## src/rtl/johnson_phase_sequencer_pkg.sv

```systemverilog
// Shared types and Johnson-code helpers for the phase sequencer.
// Latency: n/a (types and pure functions only).
// Backpressure: n/a.
package johnson_seq_pkg;

    localparam int RING_W      = 8;
    localparam int RING_STATES = 2 * RING_W;

    typedef enum logic [1:0] {
        IDLE = 2'd0,
        RUN  = 2'd1,
        DONE = 2'd2
    } seq_state_t;

    // Ring code -> phase index. Filling with ones from the MSB counts up,
    // then draining ones from the MSB counts on from RING_W.
    function automatic logic [3:0] johnson_decode(input logic [RING_W-1:0] r);
        logic [4:0] pop;
        logic [4:0] rem;
        pop = '0;
        for (int i = 0; i < RING_W; i++) begin
            pop = pop + {4'd0, r[i]};
        end
        rem = 5'd16 - pop;
        if (r == '0) begin
            return 4'd0;
        end else if (r[RING_W-1]) begin
            return pop[3:0];
        end else begin
            return rem[3:0];
        end
    endfunction

    // Legal Johnson codes are 1..10..0 or 0..01..1: at most one boundary
    // between adjacent bits.
    function automatic logic johnson_legal(input logic [RING_W-1:0] r);
        int trans;
        trans = 0;
        for (int i = 0; i < RING_W - 1; i++) begin
            if (r[i] != r[i+1]) begin
                trans = trans + 1;
            end
        end
        return (trans <= 1);
    endfunction

endpackage

```

## src/rtl/johnson_phase_sequencer_if.sv

```systemverilog
// Control/status bundle between a run requester and the phase sequencer.
// Latency: n/a (wiring only).
// Backpressure: none; start is simply ignored while the sequencer is busy.
interface johnson_phase_sequencer_if #(
    parameter int RW   = johnson_seq_pkg::RING_W,
    parameter int RNDW = 8
) ();
    logic            start;
    logic            abort;
    logic            hold;
    logic            dir;
    logic [4:0]      num_steps;
    logic [RNDW-1:0] num_rounds;
    logic            busy;
    logic            done;
    logic            aborted;
    logic [RW-1:0]   ring;
    logic [3:0]      phase;
    logic [RNDW-1:0] round_idx;
    logic            ring_err;

    // Requester side: issues run requests, observes ring and status.
    modport master (
        output start, abort, hold, dir, num_steps, num_rounds,
        input  busy, done, aborted, ring, phase, round_idx, ring_err
    );

    // Sequencer side.
    modport slave (
        input  start, abort, hold, dir, num_steps, num_rounds,
        output busy, done, aborted, ring, phase, round_idx, ring_err
    );
endinterface

```

## src/rtl/johnson_phase_sequencer_ring_core.sv

```systemverilog
// Enabled, reversible Johnson counter; clear has priority over step.
// Latency: ring updates on the edge after step/clear is presented.
// Backpressure: ring holds its value while neither step nor clear is asserted.
module johnson_ring_core
    import johnson_seq_pkg::*;
#(
    parameter int RW = RING_W
) (
    input  logic          clk,
    input  logic          reset,
    input  logic          i_step,
    input  logic          i_clear,
    input  logic          i_dir,
    output logic [RW-1:0] o_ring
);

    logic [RW-1:0] r_ring;

    // Ring register: clear wins, otherwise shift one position in the selected direction.
    always_ff @(posedge clk or negedge reset) begin
        if (!reset) begin
            r_ring <= '0;
        end else if (i_clear) begin
            r_ring <= '0;
        end else if (i_step) begin
            if (i_dir) begin
                r_ring <= {r_ring[RW-2:0], ~r_ring[RW-1]};
            end else begin
                r_ring <= {~r_ring[0], r_ring[RW-1:1]};
            end
        end
    end

    assign o_ring = r_ring;

endmodule

```

## src/rtl/johnson_phase_sequencer.sv

```systemverilog
// Run controller stepping a Johnson ring for N steps x M rounds, then pulsing done.
// Latency: start edge -> RUN; first ring step one edge later; done after 1 + rounds*steps edges.
// Backpressure: hold freezes ring and counters; abort cancels from RUN/DONE.
module johnson_phase_sequencer
    import johnson_seq_pkg::*;
#(
    parameter int RW   = RING_W,
    parameter int RNDW = 8
) (
    input  logic                       clk,
    input  logic                       reset,
    johnson_phase_sequencer_if.slave   bus
);

    seq_state_t      r_state;
    logic            r_dir;
    logic [3:0]      r_steps_m1;
    logic [3:0]      r_step_cnt;
    logic [RNDW-1:0] r_rounds_m1;
    logic [RNDW-1:0] r_round_idx;
    logic            r_done;
    logic            r_aborted;
    logic            r_ring_err;

    logic [RW-1:0]   w_ring;
    logic            w_legal;
    logic            w_start_acc;
    logic            w_abort_acc;
    logic            w_go;
    logic            w_last;
    logic            w_more;
    logic            w_step;
    logic            w_clear;
    logic [3:0]      w_steps_m1_in;
    logic [RNDW-1:0] w_rounds_m1_in;
    logic [4:0]      w_steps_dec;

    // Normalise programmed counts to "minus one" form: 0 or >16 steps means 16, 0 rounds means 1.
    always_comb begin
        w_steps_dec    = bus.num_steps - 5'd1;
        w_steps_m1_in  = 4'hF;
        w_rounds_m1_in = '0;
        if (bus.num_steps != 5'd0 && bus.num_steps <= 5'd16) begin
            w_steps_m1_in = w_steps_dec[3:0];
        end
        if (bus.num_rounds != '0) begin
            w_rounds_m1_in = bus.num_rounds - RNDW'(1);
        end
    end

    assign w_legal     = johnson_legal(w_ring);
    assign w_start_acc = (r_state == IDLE) && bus.start && !bus.abort;
    assign w_abort_acc = (r_state != IDLE) && bus.abort;
    assign w_go        = (r_state == RUN) && !bus.hold && !bus.abort && w_legal;
    assign w_last      = (r_step_cnt == r_steps_m1);
    assign w_more      = (r_round_idx < r_rounds_m1);

    // The last step of a non-final round is replaced by a clear so every round begins at phase 0.
    assign w_step  = w_go && !(w_last && w_more);
    assign w_clear = (r_state == IDLE) || !w_legal || w_abort_acc || (w_go && w_last && w_more);

    johnson_ring_core #(.RW(RW)) u_ring (
        .clk     (clk),
        .reset   (reset),
        .i_step  (w_step),
        .i_clear (w_clear),
        .i_dir   (r_dir),
        .o_ring  (w_ring)
    );

    // Sequencer FSM with step/round counters and registered status pulses.
    always_ff @(posedge clk or negedge reset) begin
        if (!reset) begin
            r_state     <= IDLE;
            r_dir       <= 1'b0;
            r_steps_m1  <= 4'hF;
            r_step_cnt  <= '0;
            r_rounds_m1 <= '0;
            r_round_idx <= '0;
            r_done      <= 1'b0;
            r_aborted   <= 1'b0;
            r_ring_err  <= 1'b0;
        end else begin
            r_done    <= 1'b0;
            r_aborted <= 1'b0;

            if (!w_legal) begin
                r_ring_err <= 1'b1;
            end else if (w_start_acc) begin
                r_ring_err <= 1'b0;
            end

            if (w_abort_acc) begin
                r_state     <= IDLE;
                r_step_cnt  <= '0;
                r_round_idx <= '0;
                r_aborted   <= 1'b1;
            end else begin
                case (r_state)
                    IDLE: begin
                        if (w_start_acc) begin
                            r_state     <= RUN;
                            r_dir       <= bus.dir;
                            r_steps_m1  <= w_steps_m1_in;
                            r_rounds_m1 <= w_rounds_m1_in;
                            r_step_cnt  <= '0;
                            r_round_idx <= '0;
                        end
                    end
                    RUN: begin
                        if (!w_legal) begin
                            r_step_cnt <= '0;
                        end else if (!bus.hold) begin
                            if (w_last) begin
                                r_step_cnt <= '0;
                                if (w_more) begin
                                    r_round_idx <= r_round_idx + RNDW'(1);
                                end else begin
                                    r_state <= DONE;
                                    r_done  <= 1'b1;
                                end
                            end else begin
                                r_step_cnt <= r_step_cnt + 4'd1;
                            end
                        end
                    end
                    DONE: begin
                        r_state <= IDLE;
                    end
                    default: begin
                        r_state <= IDLE;
                    end
                endcase
            end
        end
    end

    assign bus.busy      = (r_state != IDLE);
    assign bus.done      = r_done;
    assign bus.aborted   = r_aborted;
    assign bus.ring      = w_ring;
    assign bus.phase     = johnson_decode(w_ring);
    assign bus.round_idx = r_round_idx;
    assign bus.ring_err  = r_ring_err;

endmodule
```

## src/flat_wrapper.sv

```systemverilog
// flat-port wrapper written by rule: the top's interface ports become plain ports
module johnson_phase_sequencer_flat import johnson_seq_pkg::*;
#(
    parameter int RW   = RING_W,
    parameter int RNDW = 8
)
  (clk, reset, bus_start, bus_abort, bus_hold, bus_dir, bus_num_steps, bus_num_rounds, bus_busy, bus_done, bus_aborted, bus_ring, bus_phase, bus_round_idx, bus_ring_err);
  johnson_phase_sequencer_if #(.RW(RW), .RNDW(RNDW)) bus_i ();
  input  logic clk;
  input  logic reset;
  input wire logic [$bits(bus_i.start)-1:0] bus_start;
  input wire logic [$bits(bus_i.abort)-1:0] bus_abort;
  input wire logic [$bits(bus_i.hold)-1:0] bus_hold;
  input wire logic [$bits(bus_i.dir)-1:0] bus_dir;
  input wire logic [$bits(bus_i.num_steps)-1:0] bus_num_steps;
  input wire logic [$bits(bus_i.num_rounds)-1:0] bus_num_rounds;
  output wire logic [$bits(bus_i.busy)-1:0] bus_busy;
  output wire logic [$bits(bus_i.done)-1:0] bus_done;
  output wire logic [$bits(bus_i.aborted)-1:0] bus_aborted;
  output wire logic [$bits(bus_i.ring)-1:0] bus_ring;
  output wire logic [$bits(bus_i.phase)-1:0] bus_phase;
  output wire logic [$bits(bus_i.round_idx)-1:0] bus_round_idx;
  output wire logic [$bits(bus_i.ring_err)-1:0] bus_ring_err;
  assign bus_i.start = bus_start;
  assign bus_i.abort = bus_abort;
  assign bus_i.hold = bus_hold;
  assign bus_i.dir = bus_dir;
  assign bus_i.num_steps = bus_num_steps;
  assign bus_i.num_rounds = bus_num_rounds;
  assign bus_busy = bus_i.busy;
  assign bus_done = bus_i.done;
  assign bus_aborted = bus_i.aborted;
  assign bus_ring = bus_i.ring;
  assign bus_phase = bus_i.phase;
  assign bus_round_idx = bus_i.round_idx;
  assign bus_ring_err = bus_i.ring_err;
  johnson_phase_sequencer #(.RW(RW), .RNDW(RNDW)) u_core (.clk(clk), .reset(reset), .bus(bus_i));
endmodule
```

## config.mk

```make
export PLATFORM = sky130hd
export DESIGN_NAME = johnson_phase_sequencer_flat
export DESIGN_NICKNAME = d
export VERILOG_FILES = /design/src/rtl/johnson_phase_sequencer_pkg.sv /design/src/rtl/johnson_phase_sequencer_if.sv /design/src/rtl/johnson_phase_sequencer_ring_core.sv /design/src/rtl/johnson_phase_sequencer.sv /design/src/flat_wrapper.sv
export SDC_FILE = /design/constraint.sdc
export NUM_CORES = 1
export LEC_CHECK = 0
export CAP_MARGIN = 20
export CORE_ASPECT_RATIO = 1.2
export CORE_MARGIN = 2
export CORE_UTILIZATION = 40
export CTS_BUF_LIST = sky130_fd_sc_hd__clkbuf_4 sky130_fd_sc_hd__clkbuf_8
export CTS_CLUSTER_DIAMETER = 120
export DETAILED_ROUTE_END_ITERATION = 8
export PLACE_DENSITY = 0.72
export SLEW_MARGIN = 20
export SYNTH_ARGS = -nofsm -noshare
export SYNTH_HDL_FRONTEND = slang
export SYNTH_SLANG_ARGS = --single-unit
```

## constraint.sdc

```tcl
create_clock -name clk -period 4.9 [get_ports clk]
set_input_delay 1.225 -clock clk [delete_from_list [all_inputs] [get_ports clk]]
set_output_delay 1.225 -clock clk [all_outputs]
set_load 0.005 [all_outputs]
```

# After elaboration in Yosys (flattened, before gate mapping)
# Index checks and enable logic that the tools add are counted.
[totals]
regBits = 38
inputBits = 19
output_inout_bits = 24
word_cells = 123
[op_classes]
addsub = 18
magnitude_cmp = 3
eq_ne = 17
n_mux = 43
bitwise_logic = 3
n_reduce_logical = 29
[ops]
columns = ["op", "count"]
rows = [
  ["32-bit two-way mux", 6],
  ["32-bit by 2-bit adder with 32-bit output (second input constant)", 5],
  ["8-bit two-way mux", 10],
  ["32-bit by 2-bit less-or-equal comparator with 1-bit output (second input constant)", 1],
  ["4-bit two-way mux", 8],
  ["4-bit by 1-bit adder with 4-bit output", 6],
  ["8-bit one-hot mux with 2 select lines", 1],
  ["2-bit two-way mux", 6],
  ["3-bit by 1-bit != test with 1-bit output (second input constant)", 4],
  ["1-bit logical AND", 11],
  ["1-bit two-way mux", 10],
  ["8-bit by 1-bit adder with 8-bit output (second input constant)", 1],
  ["8-bit zero test", 1],
  ["8-bit less-than comparator", 1],
  ["4-bit one-hot mux with 2 select lines", 1],
  ["8-bit nonzero test", 1],
  ["8-bit by 1-bit subtractor with 8-bit output (second input constant)", 1],
  ["1-bit != test", 7],
  ["3-bit by 2-bit != test with 1-bit output (second input constant)", 2],
  ["3-bit AND reduction", 2],
  ["6-bit AND reduction", 1],
  ["5-bit less-or-equal comparator (second input constant)", 1],
  ["5-bit AND reduction", 1],
  ["5-bit nonzero test", 1],
  ["other kinds (16)", 24],
]

# Longest topological paths before layout
# Gate-level depths: netlist of run 1.
[depth]
ltp_word = 20
depth_mapped = 25
ltp_nobuf = 22

# By module
# A second synthesis of run 1 with hierarchy kept.
[unflattened]
cells_unflattened = 341
hier_area_um2 = 3088.0
[modules_own_cells]
columns = ["mod", "n_inst", "cells_each", "area_per_inst_um2", "seq_area_each_um2"]
rows = [
  ["johnson_phase_sequencer", 1, 303, 2666.3, 755.7],
  ["johnson_ring_core", 1, 38, 421.7, 200.2],
]

# Worst setup path before layout of run 1
# OpenSTA, ideal clock, no wires.
[synth_path]
kind = "flip-flop to flip-flop"
start = "register u_core.u_ring.r_ring[0] (netlist: u_core.u_ring.o_ring[0])"
end = "register u_core.r_round_idx[4] (netlist: u_core.bus.round_idx[4])"
setup_ns = 0.095
arrival_time_ns = 4.375
required_time_ns = 4.805
setup_slack_ns = 0.429
path_stages_with_launch = 25
n_path_buf = 3
period_less_slack_ns = 4.471
cell_sequence = "dfrtp_1 -> buf_2 -> inv_1 -> ha_1 -> maj3_2 -> ha_1 -> mux2_2 -> ha_1 -> nor2b_1 -> a21oi_1 -> o31a_1 -> ha_1 -> nand2_1 -> nand2_1 -> ha_1 -> nand2_1 -> xor2_1 -> xnor2_1 -> xnor2_1 -> and4_1 -> buf_4 -> nor3b_2 -> nand2b_1 -> buf_6 -> o31ai_1"
[synth_via]
elab_chain_cells = 17
[synth_lines]
columns = ["element", "line", "rtl"]
rows = [
  ["start: declaration", "johnson_phase_sequencer_ring_core.sv:17", "logic [RW-1:0] r_ring;"],
  ["start signal: assignment", "johnson_phase_sequencer_ring_core.sv:27", "r_ring <= {r_ring[RW-2:0], ~r_ring[RW-1]};"],
  ["start signal: assignment", "johnson_phase_sequencer_ring_core.sv:29", "r_ring <= {~r_ring[0], r_ring[RW-1:1]};"],
  ["1-bit != test *", "johnson_phase_sequencer_pkg.sv:40", "if (r[i] != r[i+1]) begin"],
  ["1-bit two-way mux *", "johnson_phase_sequencer_pkg.sv:40", ""],
  ["1-bit by 1-bit adder with 2-bit output", "johnson_phase_sequencer_pkg.sv:41", "trans = trans + 1;"],
  ["32-bit two-way mux *", "johnson_phase_sequencer_pkg.sv:40", ""],
  ["32-bit by 2-bit adder with 32-bit output", "johnson_phase_sequencer_pkg.sv:41", ""],
  ["32-bit two-way mux *", "johnson_phase_sequencer_pkg.sv:40", ""],
  ["32-bit by 2-bit adder with 32-bit output", "johnson_phase_sequencer_pkg.sv:41", ""],
  ["32-bit two-way mux *", "johnson_phase_sequencer_pkg.sv:40", ""],
  ["32-bit by 2-bit adder with 32-bit output", "johnson_phase_sequencer_pkg.sv:41", ""],
  ["32-bit two-way mux *", "johnson_phase_sequencer_pkg.sv:40", ""],
  ["32-bit by 2-bit adder with 32-bit output", "johnson_phase_sequencer_pkg.sv:41", ""],
  ["32-bit two-way mux *", "johnson_phase_sequencer_pkg.sv:40", ""],
  ["32-bit by 2-bit adder with 32-bit output", "johnson_phase_sequencer_pkg.sv:41", ""],
  ["32-bit two-way mux *", "johnson_phase_sequencer_pkg.sv:40", ""],
  ["32-bit by 2-bit less-or-equal comparator with 1-bit output *", "johnson_phase_sequencer_pkg.sv:44", "return (trans <= 1);"],
  ["3-bit by 1-bit != test with 1-bit output (no line) *", "-", ""],
  ["6-bit AND reduction (no line) *", "-", ""],
  ["end signal: assignment", "johnson_phase_sequencer.sv:117", "r_round_idx <= r_round_idx + RNDW'(1);"],
  ["end: declaration", "johnson_phase_sequencer.sv:20", "logic [RNDW-1:0] r_round_idx;"],
]
# Mark *: on every way between the ends. The rest lies on a longest branch, timed or not.
# A chain may end at the register's enable or synchronous reset.

# Worst setup path in the final report of run 1
[layout_path]
start = "register u_core.u_ring.r_ring[0] (netlist: u_core.u_ring.o_ring[0])"
end = "output port bus_phase[1]"
[layout_via]
elab_chain_cells = 10
elab_cells_between_ends = 11
cone_classes = "add/sub: 8; mux: 2; reduce/logical: 1"
[layout_lines]
columns = ["element", "line", "rtl"]
rows = [
  ["1-bit by 1-bit adder with 2-bit output", "johnson_phase_sequencer_pkg.sv:22", "pop = pop + {4'd0, r[i]};"],
  ["4-bit by 1-bit adder with 4-bit output (6 in series)", "johnson_phase_sequencer_pkg.sv:22", ""],
  ["1-bit by 4-bit subtractor with 4-bit output", "johnson_phase_sequencer_pkg.sv:24", "rem = 5'd16 - pop;"],
  ["4-bit two-way mux", "johnson_phase_sequencer_pkg.sv:27", "end else if (r[RING_W-1]) begin"],
  ["4-bit two-way mux *", "johnson_phase_sequencer_pkg.sv:25", "if (r == '0) begin"],
  ["end: declaration", "flat_wrapper.sv:21", "output wire logic [$bits(bus_i.phase)-1:0] bus_phase;"],
]
# Marked as above.

==> metrics.txt, run 1 <==
final HPWL from detailed placement 4.63 mm; Fillers 637; most frequent cells in the layout 38 x clkdlybuf4s50_1, 34 x dfrtp_1, 28 x nand2_1, 27 x inv_1, 22 x nor2_1; critical path peak fanout 3; Setup TNS Final 0 ns; Hold/Removal Path Class reg2reg; post-DR vias/cell 5.35; CP Launch Type flop; Yosys cell types 56; cell taking the most area after synthesis dfrtp_1; Core ar. 6900 sq um; ratio of cells with drive above 1 in the final layout 15.8%; combinational group share of total power 19.9%; RSZ-0062 raised after global routing true; mux contribution to synthesized area 2.83%; DRC violations left 0; die area 7870 sq um; area of the multi-input gates 1860 sq um; clk sinks 38; most common cell after layout, fill and taps aside clkdlybuf4s50_1; Clock power frac 31.2%; fmax 210 MHz; critical path arrival 3.54 ns; status completed; initial antenna violation count 0; sequential cell area 956 sq um; initial core utilization 41.6%; Top FF cell, synth dfrtp_1; clk_lat worst skew 0.30 ns; max-cap violation count 0; post-synthesis simple-gate area fraction 18.7%; Tot GR Track Use 16.7%; P_sw 0.209 mW; number of global-route vias before repair 2,350; kind of critical path reg2out; worst r2r src u_core.u_ring.o_ring[3]; Post-Syn Area 2870 sq um; top cell type's share of synthesized area 29.6%; area share of fa/ha/maj cells after synthesis 13.2%; final setup fails 0; synth warn 0; Iter 0 DRT Violations 79; hold path start u_core.r_steps_m1[2]; Avg Cell Area, Syn 9.17 sq um; drt total wl 6.23 mm; Synth Net Count 359; nature of the critical path endpoint primary output; main combinational cell family by area after synthesis simple AND/OR/NAND/NOR gates; Final Cycle Share 97.3%; first-pass GRT wire length 10.5 mm; number of diodes 0; TritonCTS clock tree built; Non-Filler Instances 448; min cycle time layout 4.77 ns; r2r setup slk 0.39 ns; Worst-path clk slew 0.07 ns; Worst slew margin 40.1%; DR pass1 iterations 4; clock root cell clkbuf_8; register area share after synthesis 33.3%; hold buffer count at CTS 0; Critical Path RT 3.67 ns; Pleak 1.60 nW; r2r worst-path depth 22; sequential power share 48.9%; pin count of the biggest net entering global routing 39; I/O Pins 43; post-synthesis compound-gate area fraction 16.5%; FFs w/ async S/R, synth 100%; Fin Clk Skew 0.00551 ns; GP Congestion 0.772; Die Wd 81.3 microns; synthesis-stage register bit count 38; Hold Violations, Final 0; XOR/XNOR share of the synthesized area 9.24%; total gr overflow 0; worst hold endpoint u_core.r_steps_m1[2]; Placed Instances 436; clock buffer depth 2; DRT antenna net count 0; CTS buffer count 5; Port Buffers 42; Final nets 406; Slew Limit Fails 0; Sw Ratio 28.1%; CTS H-tree depth 2; Syn-to-layout area delta 25.8%; Slew @ Worst Pin 0.890 ns; post-synthesis cell count 313; Die Ht 96.8 microns; worst vdd ir 0.156 mV; Pwr per Cell Area 206 nW/um^2; Post-synth EDFFs 0; Avg WL per Cell 13.9 microns; vias 2,397; top cells by area, synth dfrtp_1 30%, ha_1 10%, inv_1 4.1%, xor2_1 4.0%, nand2_1 3.8%; hold depth 2; R2R Path End u_core.bus.round_idx[4]; cell-internal power 0.535 mW; Rows 33
[power by group through the flow]
stage	sequential (mW)	combinational (mW)	clock [mW]
finish	0.364	0.148	0.232
global route	0.368	0.167	0.248
CTS	0.364	0.144	0.236
detailed placement	0.370	0.142	0
global placement	0.370	0.137	0
floorplan	0.361	0.0993	0
[cell usage after synthesis (all sizes together) (2+ instances only)]
| cell | n |
|---|---|
| a21oi | 11 |
| mux2i | 7 |
| buf | 6 |
| o211ai | 2 |
| nand3 | 8 |
| dfstp | 4 |
| a32o | 2 |
| o31ai | 14 |
| o22ai | 5 |
| nor3 | 7 |
| xnor3 | 2 |
| xor2 | 14 |
| o21ai | 20 |
| ha | 23 |
| and3 | 3 |
| dfrtp | 34 |
| nand3b | 4 |
| o2bb2ai | 2 |
| a31oi | 3 |
| or2 | 2 |
| xnor2 | 10 |
| a211oi | 3 |
| nor3b | 6 |
| nor2 | 23 |
| nor2b | 5 |
| inv | 31 |
| nand2b | 3 |
| clkbuf | 5 |
| nand2 | 29 |
| fa | 4 |
| and4 | 2 |
[sequential cells by signal, summed over array words and instances (netlist names)]
signal                flops
u_core.r_step_cnt         4
u_core.r_rounds_m1        8
u_core.r_state            2
u_core.bus.aborted        1
u_core.bus.round_idx      8
u_core.r_steps_m1         4
u_core.u_ring.o_ring      8
u_core.bus.done           1
u_core.r_dir              1
u_core.bus.ring_err       1
[worst max-delay path, cell delays in order, from the launching register on]
cell	delay, ns
dfrtp_1	0.36
inv_2	0.05
ha_4	0.26
inv_1	0.04
fa_1	0.49
fa_1	0.43
fa_2	0.37
fa_2	0.56
ha_1	0.24
a21oi_2	0.14
nor2_1	0.04
dlygate4sd2_1	0.26
[how the worst max path moves through the flow]
stage | from | endpoint | depth (start not counted)
5_1_grt | u_core.u_ring.o_ring[1] | bus_phase[1] | 11
3_5_place_dp | u_core.u_ring.o_ring[2] | u_core.bus.round_idx[6] | 22
6_report | u_core.u_ring.o_ring[0] | bus_phase[1] | 11
4_1_cts | u_core.u_ring.o_ring[2] | u_core.bus.round_idx[6] | 22
3_3_place_gp | u_core.u_ring.o_ring[2] | u_core.bus.round_idx[6] | 22
2_1_floorplan | u_core.u_ring.o_ring[0] | u_core.bus.round_idx[4] | 24
[per-layer routing]
layer,global-route usage (%),wire length (microns)
met5,0,0
met4,5.22,55
met3,2.99,234
met2,29.3,3260
met1,20.4,2670
[through the flow]
| step | area, sq um | setup WS (ns) | util (%) | hold slack (ns) | power (mW) |
|---|---|---|---|---|---|
| after CTS | 3490 | 0.0350 | 50.6 | 0.462 | 0.743 |
| after global routing | 3610 | 0.000959 | 52.4 | 0.476 | 0.784 |
| after detailed placement | 3370 | -0.0437 | 48.9 | 0.452 | 0.512 |
| final | 3610 | 0.132 | 52.4 | 0.463 | 0.744 |
| after global placement | 3370 | 0.0690 | 48.9 | 0.449 | 0.507 |
| after floorplan | 2870 | 0.429 | - | 0.441 | 0.460 |
[layout make-up]
cell class                      instances  share of cell area [%]
Tap cell                               87                    3.01
Timing Repair Buffer                   51                    13.3
Clock buffer                            7                    2.49
Multi-Input combinational cell        233                    51.4
Clock inverter                          1                   0.139
Inverter                               31                    3.22
Sequential cell                        38                    26.5
[logic make-up after synthesis]
logic type / after synthesis
fa+ha+maj: 28
mux: 8
simple gates: 100
compound gates: 71
buf+inv: 42
flops: 38
xor+xnor: 26
[timing repair]
item	4_1_cts	5_1_grt
setup endpoints to repair	5	24
pin swaps	0	3
setup buffers	0	4
resized for setup	10	27
Note: power is estimated with default switching activity, not from simulation.
==> run 2, diff against run 1 <==
--- a/config.mk
+++ b/config.mk
@@ -5,14 +5,18 @@
 export SDC_FILE = /design/constraint.sdc
 export NUM_CORES = 1
 export LEC_CHECK = 0
+export ABC_AREA = 1
 export CAP_MARGIN = 20
+export CELL_PAD_IN_SITES_DETAIL_PLACEMENT = 1
+export CELL_PAD_IN_SITES_GLOBAL_PLACEMENT = 2
 export CORE_ASPECT_RATIO = 1.2
 export CORE_MARGIN = 2
-export CORE_UTILIZATION = 40
+export CORE_UTILIZATION = 32
 export CTS_BUF_LIST = sky130_fd_sc_hd__clkbuf_4 sky130_fd_sc_hd__clkbuf_8
 export CTS_CLUSTER_DIAMETER = 120
 export DETAILED_ROUTE_END_ITERATION = 8
-export PLACE_DENSITY = 0.72
+export GPL_TIMING_DRIVEN = 1
+export PLACE_DENSITY = 0.92
 export SLEW_MARGIN = 20
 export SYNTH_ARGS = -nofsm -noshare
 export SYNTH_HDL_FRONTEND = slang
==> run 2 against run 1 <==
Effect of this change:
- total power is 69% higher
- clock power rose by 15%
- critical path depth grew 1
- maximum frequency rose by 0.15%
- count of clock-buffer cells in the layout down 2
- cell area increased by 4.7%
- routed wire length rose by 30%
- via count increased by 19%
- sequential power is 25% higher
- non-clock buffer count up 1
- critical path type unchanged
- largest cell class unchanged
- highest routed layer unchanged
==> metrics.txt, run 2 <==
vias 2,850 (+19%); CTS H-tree depth 2 (unchanged); Die Ht 110 microns (+14%); fmax 210 MHz (+0.15%); min cycle time layout 4.76 ns (-0.00711 ns); P_sw 0.494 mW (+140%); combinational group share of total power 42.6% (+23 points); Sw Ratio 39.2% (+11 points); DR pass1 iterations 4 (unchanged); Tot GR Track Use 16.5% (-0.28 points); Rows 38 (+15%); CP Launch Type flop; Placed Instances 584 (+34%); Final WS setup 0.140 ns (+0.00711 ns); Non-Filler Instances 596 (+33%); nature of the critical path endpoint primary output; initial antenna violation count 0 (unchanged); Post-synth top cells 124 x nand2_1, 63 x inv_1, 34 x dfrtp_1, 34 x nand3_1, 25 x nor2_1; total power 1.26 mW (+69%); Pleak 1.95 nW (+22%); critical path peak fanout 2 (-1); top cells by area, synth dfrtp_1 28%, nand2_1 15%, ha_1 9.5%, inv_1 7.8%, nand3_1 5.6%; critical path arrival 3.54 ns (about the same); Setup TNS Final 0 ns (unchanged); RSZ-0062 raised after global routing false; clk sinks 38 (unchanged); most frequent cell after synthesis nand2_1; drt total wl 8.09 mm (+30%); Clock power frac 21.2% (-10 points); Synth Net Count 466 (+30%); pin count of the biggest net entering global routing 39 (unchanged); total gr overflow 0 (unchanged); initial core utilization 33.1% (-8.5 points); first-pass GRT wire length 13.9 mm (+32%); most common cell after layout, fill and taps aside nand2_1; most frequent cells in the layout 124 x nand2_1, 61 x inv_1, 38 x clkdlybuf4s50_1, 34 x dfrtp_1, 33 x nand3_1; Syn-to-layout area delta 25.2%; sequential power share 36.2% (-13 points); Pwr per Cell Area 333 nW/um^2 (+62%); number of diodes 0 (unchanged); Port Buffers 42 (unchanged); cell-internal power 0.766 mW (+43%); clock root cell clkbuf_8; max-cap violation count 0 (unchanged); DRC violations left 0 (unchanged); CTS buffer count 5 (unchanged); post-synthesis cell count 420 (+34%); kind of critical path reg2out; Final nets 521 (+28%); FFs w/ async S/R, synth 100% (unchanged); ratio of cells with drive above 1 in the final layout 14.1% (-1.7 points); clk_lat worst skew 0.29 ns (about the same); TritonCTS clock tree built; Worst-path clk slew 0.08 ns (about the same); final setup fails 0 (unchanged); Post-synth EDFFs 0 (unchanged); Top FF cell, synth dfrtp_1; final HPWL from detailed placement 6.45 mm (+39%); DRT antenna net count 0 (unchanged); Critical Path RT 3.67 ns (about the same); I/O Pins 43 (unchanged); synth warn 0 (unchanged); GP Congestion 0.819 (+6.1%); register area share after synthesis 31.6% (-1.7 points); Worst slew margin 33.1% (-7.0 points); Die Wd 92.7 microns (+14%); post-DR vias/cell 4.78 (-11%); Slew @ Worst Pin 0.995 ns (+0.104 ns); die area 10,200 sq um (+30%); hold buffer count at CTS 0 (unchanged); status completed; Fin Clk Skew 0.00762 ns (+0.00211 ns); Core ar. 9130 sq um (+32%); Avg WL per Cell 13.6 microns (-2.4%); synthesis-stage register bit count 38 (unchanged); Slew Limit Fails 0 (unchanged); clock buffer depth 2 (unchanged); cell taking the most area after synthesis dfrtp_1; Avg Cell Area, Syn 7.19 sq um (-22%); Hold Violations, Final 0 (unchanged); Yosys cell types 38 (-32%); Hold/Removal Path Class reg2reg; worst vdd ir 0.223 mV (+43%); Final Cycle Share 97.2% (-0.15 points); Iter 0 DRT Violations 85 (+7.6%); Placement Setup Slack -0.146 ns (-0.103 ns); top cell type's share of synthesized area 28.2% (-1.5 points); Post-Syn Area 3020 sq um (+5.3%); number of global-route vias before repair 3,067 (+31%)
run 2: worst paths after layout:
| path | slack, ns | endpoint | startpoint | cells past startpoint |
|---|---|---|---|---|
| setup / recovery | 0.14 | bus_phase[3] | u_core.u_ring.o_ring[1] | 12 |
| hold / removal | 0.48 | u_core.r_steps_m1[0] | u_core.r_steps_m1[0] | 2 |
| setup reg to reg | 0.79 | u_core.bus.round_idx[0] | u_core.u_ring.o_ring[3] | 24 |
| hold reg to reg | 0.48 | u_core.r_steps_m1[0] | u_core.r_steps_m1[0] | 2 |
| max in group asynchronous | 3.29 | u_core.r_step_cnt[0] | reset | 1 |
| min in group asynchronous | 1.05 | u_core.bus.round_idx[3] | reset | 1 |
run 2: power by group through the flow:
stage                     clock network, mW  registers, mW  logic [mW]
after detailed placement                  0          0.464       0.523
final                                 0.266          0.456       0.537
after CTS                             0.273          0.458       0.540
after global placement                    0          0.460       0.494
after global routing                  0.287          0.467       0.608
after floorplan                           0          0.444       0.351
run 2: repair_timing:
action,4_1_cts,5_1_grt
hold endpoints to repair,0,0
endpoints found under the setup margin,3,3
buffers inserted,4,0
pin swaps,8,5
gates resized for setup,18,3
run 2: stage by stage:
step	utilization, %	hold WS, ns	area [sq um]
after floorplan	-	0.455	3020
after global placement	39.5	0.469	3610
after detailed placement	39.5	0.468	3610
after CTS	41.2	0.483	3760
after global routing	41.4	0.505	3780
final	41.4	0.479	3780
run 2: final cells by class:
class,count,area (sq um)
Clock buffer,5,68.8
Timing Repair Buffer,52,475
Sequential cell,38,956
Tap cell,120,150
Fill cell,1170,5350
Inverter,70,263
Clock inverter,3,40.0
Multi-Input combinational cell,308,1830
run 2: cells by family after synthesis:
kind of cell / Yosys count / synth area share (%)
AOI/OAI and AO/OA: 53 / 11.1
xor gates and xnor gates: 15 / 4.35
adders and majority gates: 27 / 12.2
buffers and inverters: 74 / 9.57
DFF: 38 / 31.6
and+or+nand+nor: 213 / 31.2
run 2: metal layers:
layer  wire length, microns  vias up  share of wire, %  global-route usage [%]
met5                      0        -                 0                       0
met4                    112        0               1.4                    3.92
met3                    192        8               2.4                    2.18
met2                   4430       41                55                    32.8
met1                   3350     1348                41                    17.9
li1                       -     1453                 -                       -
run 2: critical path, cell delays in order, from the launching register on:
cell     delay [ns]
dfrtp_1        0.37
inv_2          0.06
ha_4           0.27
inv_2          0.04
fa_1           0.51
fa_1           0.46
fa_2           0.38
fa_2           0.57
buf_4          0.13
nand3_2        0.07
and3_1         0.17
nor3_2         0.09
buf_2          0.13
==> run 3, diff against run 2 <==
==> constraint.sdc (replaced) <==
create_clock -name clk -period 4.9 [get_ports clk]
set_input_delay 0.49 -clock clk [delete_from_list [all_inputs] [get_ports clk]]
set_output_delay 0.49 -clock clk [all_outputs]
set_load 0.005 [all_outputs]
==> run 3 against run 2 <==
Effect of this change:
- utilization shrank 1.4 points
- routed wire length down 6.5%
- clock power decreased by 12%
- total power down 6.0%
- maximum frequency grew 1.3%
- non-clock buffer count decreased by 10
- die area unchanged
- critical path depth down 1
- cell area decreased by 3.3%
- largest power group unchanged
- register-to-register slack worse by 0.13 ns
- first-iteration DRC count is 60% lower
- setup slack better by 0.063 ns
==> metrics.txt, run 3 (synthesis gave the netlist of run 2 again) <==
status completed; final setup fails 0 (unchanged); initial antenna violation count 0 (unchanged); CP Launch Type flop; die area 10,200 sq um (unchanged); TritonCTS clock tree built; Sw Ratio 39.5% (+0.29 points); fin util 40.0% (-1.4 points); Final nets 511 (-1.9%); Setup TNS Final 0 ns (unchanged); most frequent cells in the layout 124 x nand2_1, 63 x inv_1, 41 x clkdlybuf4s50_1, 34 x nand3_1, 34 x dfrtp_1; CTS H-tree depth 2 (unchanged); crit path buf inv count 3 (-1); global routing usage on met1 18.3% (+0.37 points); DRT antenna net count 0 (unchanged); Most Used Layer, Global Route met2; Non-Filler Instances 586 (-1.7%); number of diodes 0 (unchanged); Rows 38 (unchanged); pin count of the biggest net entering global routing 39 (unchanged); cell-internal power 0.716 mW (-6.4%); Core ar. 9130 sq um (unchanged); RSZ-0062 raised after global routing false; Final WS setup 0.202 ns (+0.0625 ns); nature of the critical path endpoint primary output; most common cell after layout, fill and taps aside nand2_1; total gr overflow 0 (unchanged); clk sinks 38 (unchanged); sequential power share 38.6% (+2.4 points); initial core utilization 33.1% (unchanged); Clock power frac 19.7% (-1.5 points); Largest delay share family, worst path adder cells; DR pass1 iterations 3 (-1); Final Cycle Share 95.9% (-1.3 points); Final Cell Area 3660 sq um (-3.3%); Worst slew margin 37.0% (+3.9 points); ratio of cells with drive above 1 in the final layout 9.44% (-4.6 points); combinational group share of total power 41.8% (-0.8 points); Crit-path slowest cell clkdlybuf4s50_1; Critical Path Max Stage Delay 0.53 ns (-0.04 ns); Slew Limit Fails 0 (unchanged); Hold Violations, Final 0 (unchanged); P_sw 0.468 mW (-5.3%); clock buffer depth 2 (unchanged); GP Congestion 0.836 (+2.0%); I/O Pins 43 (unchanged); Tot GR Track Use 16.1% (-0.38 points); Pwr per Cell Area 324 nW/um^2 (-2.7%); worst vdd ir 0.156 mV (-30%); fmax 213 MHz (+1.3%); total power 1.18 mW (-6.0%); Die Ht 110 microns (unchanged); Avg WL per Cell 12.9 microns (-4.9%); final HPWL from detailed placement 6.25 mm (-3.0%); postcts setup bufs 0 (-4); Syn-to-layout area delta 21.0%; Worst-path clk slew 0.08 ns (about the same); min cycle time layout 4.70 ns (-0.0625 ns); DRC violations left 0 (unchanged); crit-path cells inv_2 > ha_1 > inv_1 > fa_1 > fa_1 > fa_1 > fa_1 > ha_1 > nor2_1 > a211oi_1 > clkdlybuf4s50_1; critical path peak fanout 7 (+5); Placed Instance Area 3560 sq um (-1.2%); drt total wl 7.56 mm (-6.5%); CTS buffer count 5 (unchanged); met2 GRT Util 31.1% (-1.7 points); kind of critical path reg2out; Die Wd 92.7 microns (unchanged); Hold/Removal Path Class in2async; Placement Setup Slack 0.519 ns (+0.666 ns); critical path arrival 4.21 ns (+0.67 ns); number of global-route vias before repair 3,078 (+0.36%); clk_lat worst skew 0.30 ns (about the same); Fin Clk Skew 0.0155 ns (+0.00783 ns); Iter 0 DRT Violations 34 (-60%); Slew @ Worst Pin 0.937 ns (-0.0577 ns); Resize count post-CTS 0 (-18); Pleak 1.88 nW (-3.8%); max-cap violation count 0 (unchanged); post-DR vias/cell 4.80 (+0.42%); first-pass GRT wire length 13.7 mm (-1.3%); final hold slack 0.305 ns (-0.175 ns); Fillers 1,150 (-1.7%); hold buffer count at CTS 0 (unchanged); M3 GR Usage 1.50% (-0.68 points); Placed Instances 578 (-1.0%); Crit path top cell by count fa_1; Port Buffers 42 (unchanged); vias 2,814 (-1.3%); Critical Path RT 4.41 ns (+0.74 ns); clock root cell clkbuf_8
==> run 3: routing by layer <==
| layer | vias up | routed length (microns) |
|---|---|---|
| met1 | 1336 | 3200 |
| met4 | 0 | 137 |
| met2 | 37 | 4090 |
| li1 | 1432 | - |
| met5 | - | 0 |
| met3 | 9 | 133 |
==> run 3: power by group through the flow <==
stage	clock, mW	sequential, mW	combinational (mW)
final	0.233	0.457	0.495
after floorplan	0	0.444	0.351
after global placement	0	0.461	0.481
after detailed placement	0	0.465	0.504
after global routing	0.248	0.470	0.579
after CTS	0.240	0.459	0.508
==> run 3: path summary, 6_finish.rpt <==
path,from,endpoint,slack (ns),cells after the start
min in group clk,u_core.r_steps_m1[3],u_core.r_steps_m1[3],0.48,2
setup reg to reg,u_core.u_ring.o_ring[2],u_core.u_ring.o_ring[6],0.66,26
max in group asynchronous,reset,u_core.r_rounds_m1[5],4.03,1
hold reg to reg,u_core.r_steps_m1[3],u_core.r_steps_m1[3],0.48,2
hold / removal,reset,u_core.bus.round_idx[1],0.30,1
setup / recovery,u_core.u_ring.o_ring[0],bus_phase[1],0.20,11
==> run 3: worst reg2reg max path: stages (launching register included) <==
cell     delay [ns]
dfrtp_1        0.46
inv_2          0.12
ha_1           0.38
inv_1          0.09
nand3_1        0.11
nand2_1        0.07
ha_1           0.28
nand2_1        0.09
nand2_1        0.08
ha_1           0.26
or2_2          0.29
nand2_1        0.10
inv_1          0.07
ha_1           0.27
nand2_1        0.08
o21ai_2        0.06
ha_1           0.27
nand2_1        0.06
nand2_1        0.07
inv_1          0.06
nand2_1        0.09
nor2_4         0.31
nand2_2        0.19
nand2_1        0.11
inv_1          0.04
nand2_1        0.07
nand2_1        0.05
==> run 3: cell type report <==
type / instances / area (sq um) / area share (%)
Clock inverter: 1 / 5.00 / 0.137
Inverter: 70 / 263 / 7.19
Timing Repair Buffer: 42 / 415 / 11.4
Sequential cell: 38 / 956 / 26.1
Tap cell: 120 / 150 / 4.11
Multi-Input combinational cell: 308 / 1780 / 48.6
Clock buffer: 7 / 90.1 / 2.46
